File: src/rtl/spi_slave_phy.sv
// SPI mode-0 slave byte engine, MSB first: oversamples the SPI pins on clk,
// assembles received bytes and serialises one requested byte onto MISO.
module spi_slave_phy #(
  parameter int SYNC_STAGES = 3,
  parameter int BYTE_W      = 8
) (
  input  logic              clk,
  input  logic              rst,
  input  logic              sclk,
  input  logic              mosi,
  input  logic              ncs,
  output logic              miso,
  output logic              miso_oe,
  input  logic              iCall,
  input  logic [BYTE_W-1:0] iData,
  output logic [1:0]        oDone,
  output logic [BYTE_W-1:0] oData
);

  localparam int               CNT_W    = $clog2(BYTE_W);
  localparam logic [CNT_W-1:0] LAST_BIT = CNT_W'(BYTE_W - 1);

  typedef enum logic {
    IDLE  = 1'b0,
    SHIFT = 1'b1
  } state_e;

  state_e state_q, state_d;

  logic [SYNC_STAGES-1:0] sclk_sync_q, mosi_sync_q, ncs_sync_q;
  logic                   sclk_prev_q;
  logic                   sclk_s, mosi_s, ncs_s;
  logic                   sclk_r, sclk_f;

  logic [CNT_W-1:0]  bit_cnt_q, bit_cnt_d;
  logic [BYTE_W-1:0] rx_sh_q, rx_sh_d;
  logic [BYTE_W-1:0] tx_sh_q, tx_sh_d;
  logic [BYTE_W-1:0] data_q, data_d;
  logic [BYTE_W-1:0] rx_next;
  logic              tx_busy_q, tx_busy_d;
  logic              done_hold_q, done_hold_d;
  logic [1:0]        done_q, done_d;
  logic              shifting, load;

  // NOTE: synchronisers reset to the idle bus (sclk low, ncs high) so no edge fires out of reset.
  always_ff @(posedge clk) begin
    if (rst) begin
      sclk_sync_q <= '0;
      mosi_sync_q <= '0;
      ncs_sync_q  <= '1;
      sclk_prev_q <= 1'b0;
    end else begin
      sclk_sync_q <= {sclk_sync_q[SYNC_STAGES-2:0], sclk};
      mosi_sync_q <= {mosi_sync_q[SYNC_STAGES-2:0], mosi};
      ncs_sync_q  <= {ncs_sync_q[SYNC_STAGES-2:0], ncs};
      sclk_prev_q <= sclk_s;
    end
  end

  assign sclk_s = sclk_sync_q[SYNC_STAGES-1];
  assign mosi_s = mosi_sync_q[SYNC_STAGES-1];
  assign ncs_s  = ncs_sync_q[SYNC_STAGES-1];
  assign sclk_r = sclk_s & ~sclk_prev_q;
  assign sclk_f = ~sclk_s & sclk_prev_q;

  always_ff @(posedge clk) begin
    if (rst) state_q <= IDLE;
    else     state_q <= state_d;
  end

  always_comb begin
    state_d = state_q;
    case (state_q)
      IDLE:    if (!ncs_s) state_d = SHIFT;
      SHIFT:   if (ncs_s)  state_d = IDLE;
      default: state_d = IDLE;
    endcase
  end

  always_comb begin
    shifting = (state_q == SHIFT);
    load     = shifting && iCall && !tx_busy_q && !done_hold_q &&
               (bit_cnt_q == '0) && !sclk_r && !sclk_f;
    miso     = tx_busy_q & tx_sh_q[BYTE_W-1];
    miso_oe  = ~ncs_s;
  end

  // NOTE: every _d gets a default before any branch so no path can infer a latch.
  always_comb begin
    bit_cnt_d   = bit_cnt_q;
    rx_sh_d     = rx_sh_q;
    tx_sh_d     = tx_sh_q;
    tx_busy_d   = tx_busy_q;
    data_d      = data_q;
    done_hold_d = 1'b0;
    done_d      = 2'b00;
    rx_next     = {rx_sh_q[BYTE_W-2:0], mosi_s};
    if (!shifting) begin
      bit_cnt_d = '0;
      rx_sh_d   = '0;
      tx_busy_d = 1'b0;
    end else begin
      if (load) begin
        tx_sh_d   = iData;
        tx_busy_d = 1'b1;
      end
      if (sclk_r) begin
        rx_sh_d   = rx_next;
        bit_cnt_d = bit_cnt_q + 1'b1;
        // A completing byte strobes even if ncs rises in this same cycle.
        if (bit_cnt_q == LAST_BIT) begin
          data_d    = rx_next;
          done_d[0] = 1'b1;
          if (tx_busy_q) begin
            done_d[1]   = 1'b1;
            tx_busy_d   = 1'b0;
            done_hold_d = 1'b1;
          end
        end
      end
      if (sclk_f && tx_busy_q && (bit_cnt_q != '0)) tx_sh_d = {tx_sh_q[BYTE_W-2:0], 1'b0};
    end
  end

  always_ff @(posedge clk) begin
    if (rst) begin
      bit_cnt_q   <= '0;
      rx_sh_q     <= '0;
      tx_sh_q     <= '0;
      tx_busy_q   <= 1'b0;
      done_hold_q <= 1'b0;
      done_q      <= 2'b00;
      data_q      <= '0;
    end else begin
      bit_cnt_q   <= bit_cnt_d;
      rx_sh_q     <= rx_sh_d;
      tx_sh_q     <= tx_sh_d;
      tx_busy_q   <= tx_busy_d;
      done_hold_q <= done_hold_d;
      done_q      <= done_d;
      data_q      <= data_d;
    end
  end

  assign oDone = done_q;
  assign oData = data_q;

endmodule

File: config.mk
export PLATFORM = sky130hd
export DESIGN_NAME = spi_slave_phy
export DESIGN_NICKNAME = d
export VERILOG_FILES = /design/src/rtl/spi_slave_phy.sv
export SDC_FILE = /design/constraint.sdc
export NUM_CORES = 1
export LEC_CHECK = 0
export CORE_UTILIZATION = 30
export DETAILED_ROUTE_END_ITERATION = 6
export GPL_ROUTABILITY_DRIVEN = 1
export GPL_TIMING_DRIVEN = 0
export HOLD_SLACK_MARGIN = 0.08
export MAX_ROUTING_LAYER = met4
export PLACE_DENSITY_LB_ADDON = 0.3
export SYNTH_ARGS = -nofsm -noshare
export SYNTH_HDL_FRONTEND = slang
export SYNTH_SLANG_ARGS = --single-unit
File: constraint.sdc
create_clock -name clk -period 2.4 [get_ports clk]
set_input_delay 0.72 -clock clk [delete_from_list [all_inputs] [get_ports clk]]
set_output_delay 0.72 -clock clk [all_outputs]
set_load 0.02 [all_outputs]
==> qor.yml <==
synth_cell_types: 24
reg2reg_slack_ns: 0.50
io_pins: 26
timing.rr.start: "bit_cnt_q[0]"
postCtsSetupBuffers: 0
grt_pass1_wl_mm: 4.76
fin_crit_sh_pct: 96.8
grt_start_max_net_pins: 14
p_comb_share_pct: 3.9
clkTransAtPathRegs_ns: 0.08
crit_chain: "clkdlybuf4s50_1 > nand4bb_1 > or4_1 > buf_2 > or4b_4 > o21ai_2"
route.detailed.drc: 0
slowest_delay_ns: 0.52
skew_ns: 0.00717
vias: 1173
hpwl_mm: 1.85
cp_max_fo: 9
fmax_mhz: 430
worstMarginPinSlew_ns: 0.846
start_util_pct: 31.5
drive_above_1_share_pct: 8.00
final_net_count: 216
core_area_sq_um: 4790
power_density_nw_per_um2: 648
ys_seq_area_share_pct: 53.2
synthCells: 167
drtIter0Drc: 94
setup_viol: 0
clkPwrFrac_pct: 42.9
portBuffers: 25
clock_sinks: 40
p_leak_nw: 0.656
final_common_cell: "dfxtp_1"
wl_per_cell_um: 10.2
first_global_vias: 1077
area_delta_synth_final_pct: 29.9
worstSetupStartpointType: "input pin"
yosysWarnings: 0
routed_wl_mm: 2.72
seq_power_share_pct: 53.2
cp.arrival_ns: 2.56
syn_area_sq_um: 1510
cts_tree: "yes"
finalHoldViolations: 0
cap_violations: 0
numCtsBuffers: 5
critical-path-slowest-cell: "or4_1"
n_fill_cell: 495
p_sw_uw: 259
status: "finished clean"
num_rows: 25
worstSetupStartpoint: "iCall"
slew_viol_final: 0
cts_hold_buf: 0
rsz0062_at_grt: "false"
p_int_mw: 1.01
track_usage_pct: 12.3
crit_path_end_kind: "flop"
ir_drop_uv: 276
die_w_um: 72.8
fin_util_pct: 40.9
maxSlewHeadroom_pct: 43.2
dr.pass1.iters: 4
overflow: 0
h-tree-depth: 2
switching_share_pct: 20.4
period_needed_ns: 2.32
clkLatencyLatePin_ns: 0.30
critPathCapture: "tx_sh_q[0]"
place_congestion: 0.782
antenna_found_initial: 0
crit_type: "in2reg"
viasPerCell: 4.39
cts-root-buf: "clkbuf_8"
synthesis.nets: 184
whs_ns: 0.408
hold_class: "reg2reg"
die_h_um: 72.8
rr_worst_depth: 6
cp.required_ns: 2.63
syn_area_per_cell_sq_um: 9.01
dieArea_sq_um: 5300
diodes: 0
cts_buffer_depth: 2
r2r-end: "tx_sh_q[1]"
ys_ff_latch: 40
antenna_left: 0
most-common-layout-cells: "dfxtp_1 (40), nand2_1 (35), clkdlybuf4s50_1 (25), a21oi_1 (18), nor2_1 (11)"
[layer usage]
layer | GRT usage, % | routed length [um] | vias to the layer above | part of all wire, %
li1 | - | - | 625 | -
met1 | 15.2 | 1420 | 524 | 52
met2 | 17.7 | 1130 | 18 | 42
met3 | 4.01 | 103 | 6 | 3.8
met4 | 6.54 | 71 | 0 | 2.6
met5 | - | 0 | - | 0
[synth_stat cells]
master	count	area, sq um
dfxtp_1	40	801
nand2_1	35	131
a21oi_1	18	90.1
nor2_1	11	41.3
nor2b_1	10	62.6
clkbuf_1	8	30.0
a221oi_1	7	61.3
mux2i_1	7	70.1
nand2b_1	5	31.3
inv_1	4	15.0
ha_1	3	37.5
nor3_1	3	15.0
or2_2	3	18.8
and2_1	2	12.5
and3_1	2	12.5
buf_2	1	5.00
buf_4	1	7.51
nand3_1	1	5.00
nand4bb_1	1	11.3
o21ai_2	1	8.76
o31ai_1	1	7.51
or4_1	1	7.51
or4b_4	1	13.8
xnor2_1	1	8.76
[through the flow]
stage          setup TNS (ns)  instances  area, sq um  total power, mW  setup WS [ns]
2_1_floorplan               0        167         1510            0.711          0.314
3_3_place_gp            -2.32        259         1840            0.740         -0.308
3_5_place_dp            -2.12        259         1840            0.740         -0.281
4_1_cts                     0        267         1950             1.28         0.0226
5_1_grt                     0        267         1960             1.31         0.0267
6_report                    0        267         1960             1.27         0.0758
[what timing repair did]
| action | CTS | global route |
|---|---|---|
| endpoints found under the hold margin | 0 | 0 |
| setup endpoints to repair | 0 | 7 |
| gates resized for setup | 0 | 1 |
[worst min-delay path by stage]
| stage | endpoint | slack (ns) | start | depth (start not counted) |
|---|---|---|---|---|
| 2_1_floorplan | shifting | 0.39 | ncs_sync_q[2] | 1 |
| 3_3_place_gp | ncs_sync_q[2] | 0.39 | ncs_sync_q[1] | 1 |
| 3_5_place_dp | ncs_sync_q[2] | 0.39 | ncs_sync_q[1] | 1 |
| 4_1_cts | shifting | 0.41 | ncs_sync_q[2] | 1 |
| 5_1_grt | ncs_sync_q[2] | 0.43 | ncs_sync_q[1] | 1 |
| 6_report | shifting | 0.41 | ncs_sync_q[2] | 1 |
[sequential cells by signal, summed over array words and instances (netlist names), 2 cells and up]
register / flops
sclk_sync_q: 3
ncs_sync_q: 3
tx_sh_q: 8
rx_sh_q: 7
bit_cnt_q: 3
oDone: 2
mosi_sync_q: 3
oData: 8
[power groups by stage]
stage                     clock [mW]  combinational, mW  sequential (mW)
after floorplan                    0             0.0221            0.689
after global placement             0             0.0503            0.690
after detailed placement           0             0.0504            0.690
after CTS                      0.559             0.0507            0.674
after global routing           0.582             0.0555            0.675
final                          0.543             0.0498            0.674
[cell type report]
type | instances | area, sq um | share of cell area [%]
Sequential cell | 40 | 801 | 40.9
Multi-Input combinational cell | 113 | 652 | 33.3
Timing Repair Buffer | 25 | 250 | 12.8
Tap cell | 67 | 83.8 | 4.29
Clock buffer | 5 | 68.8 | 3.52
Clock inverter | 3 | 42.5 | 2.18
Buffer | 10 | 42.5 | 2.18
Inverter | 4 | 15.0 | 0.768
[kinds of logic (layout without fill, tap and decap cells)]
family	Yosys count	in the layout	share of synthesized area, %
AO/OA/AOI/OAI	27	27	11.1
XOR/XNOR	1	1	0.582
adder cells (fa/ha/maj)	3	3	2.49
buffers and inverters	14	47	3.82
flip-flops	40	40	53.2
multiplexers	7	7	4.66
AND/OR/NAND/NOR	75	75	24.1
[critical path, delay by kind of cell]
| kind | cells | cell delay (ns) |
|---|---|---|
| buffers and inverters | 2 | 0.65 |
| AO/OA/AOI/OAI | 1 | 0.06 |
| AND/OR/NAND/NOR | 3 | 1.13 |
(Power assumes the default switching activity.)
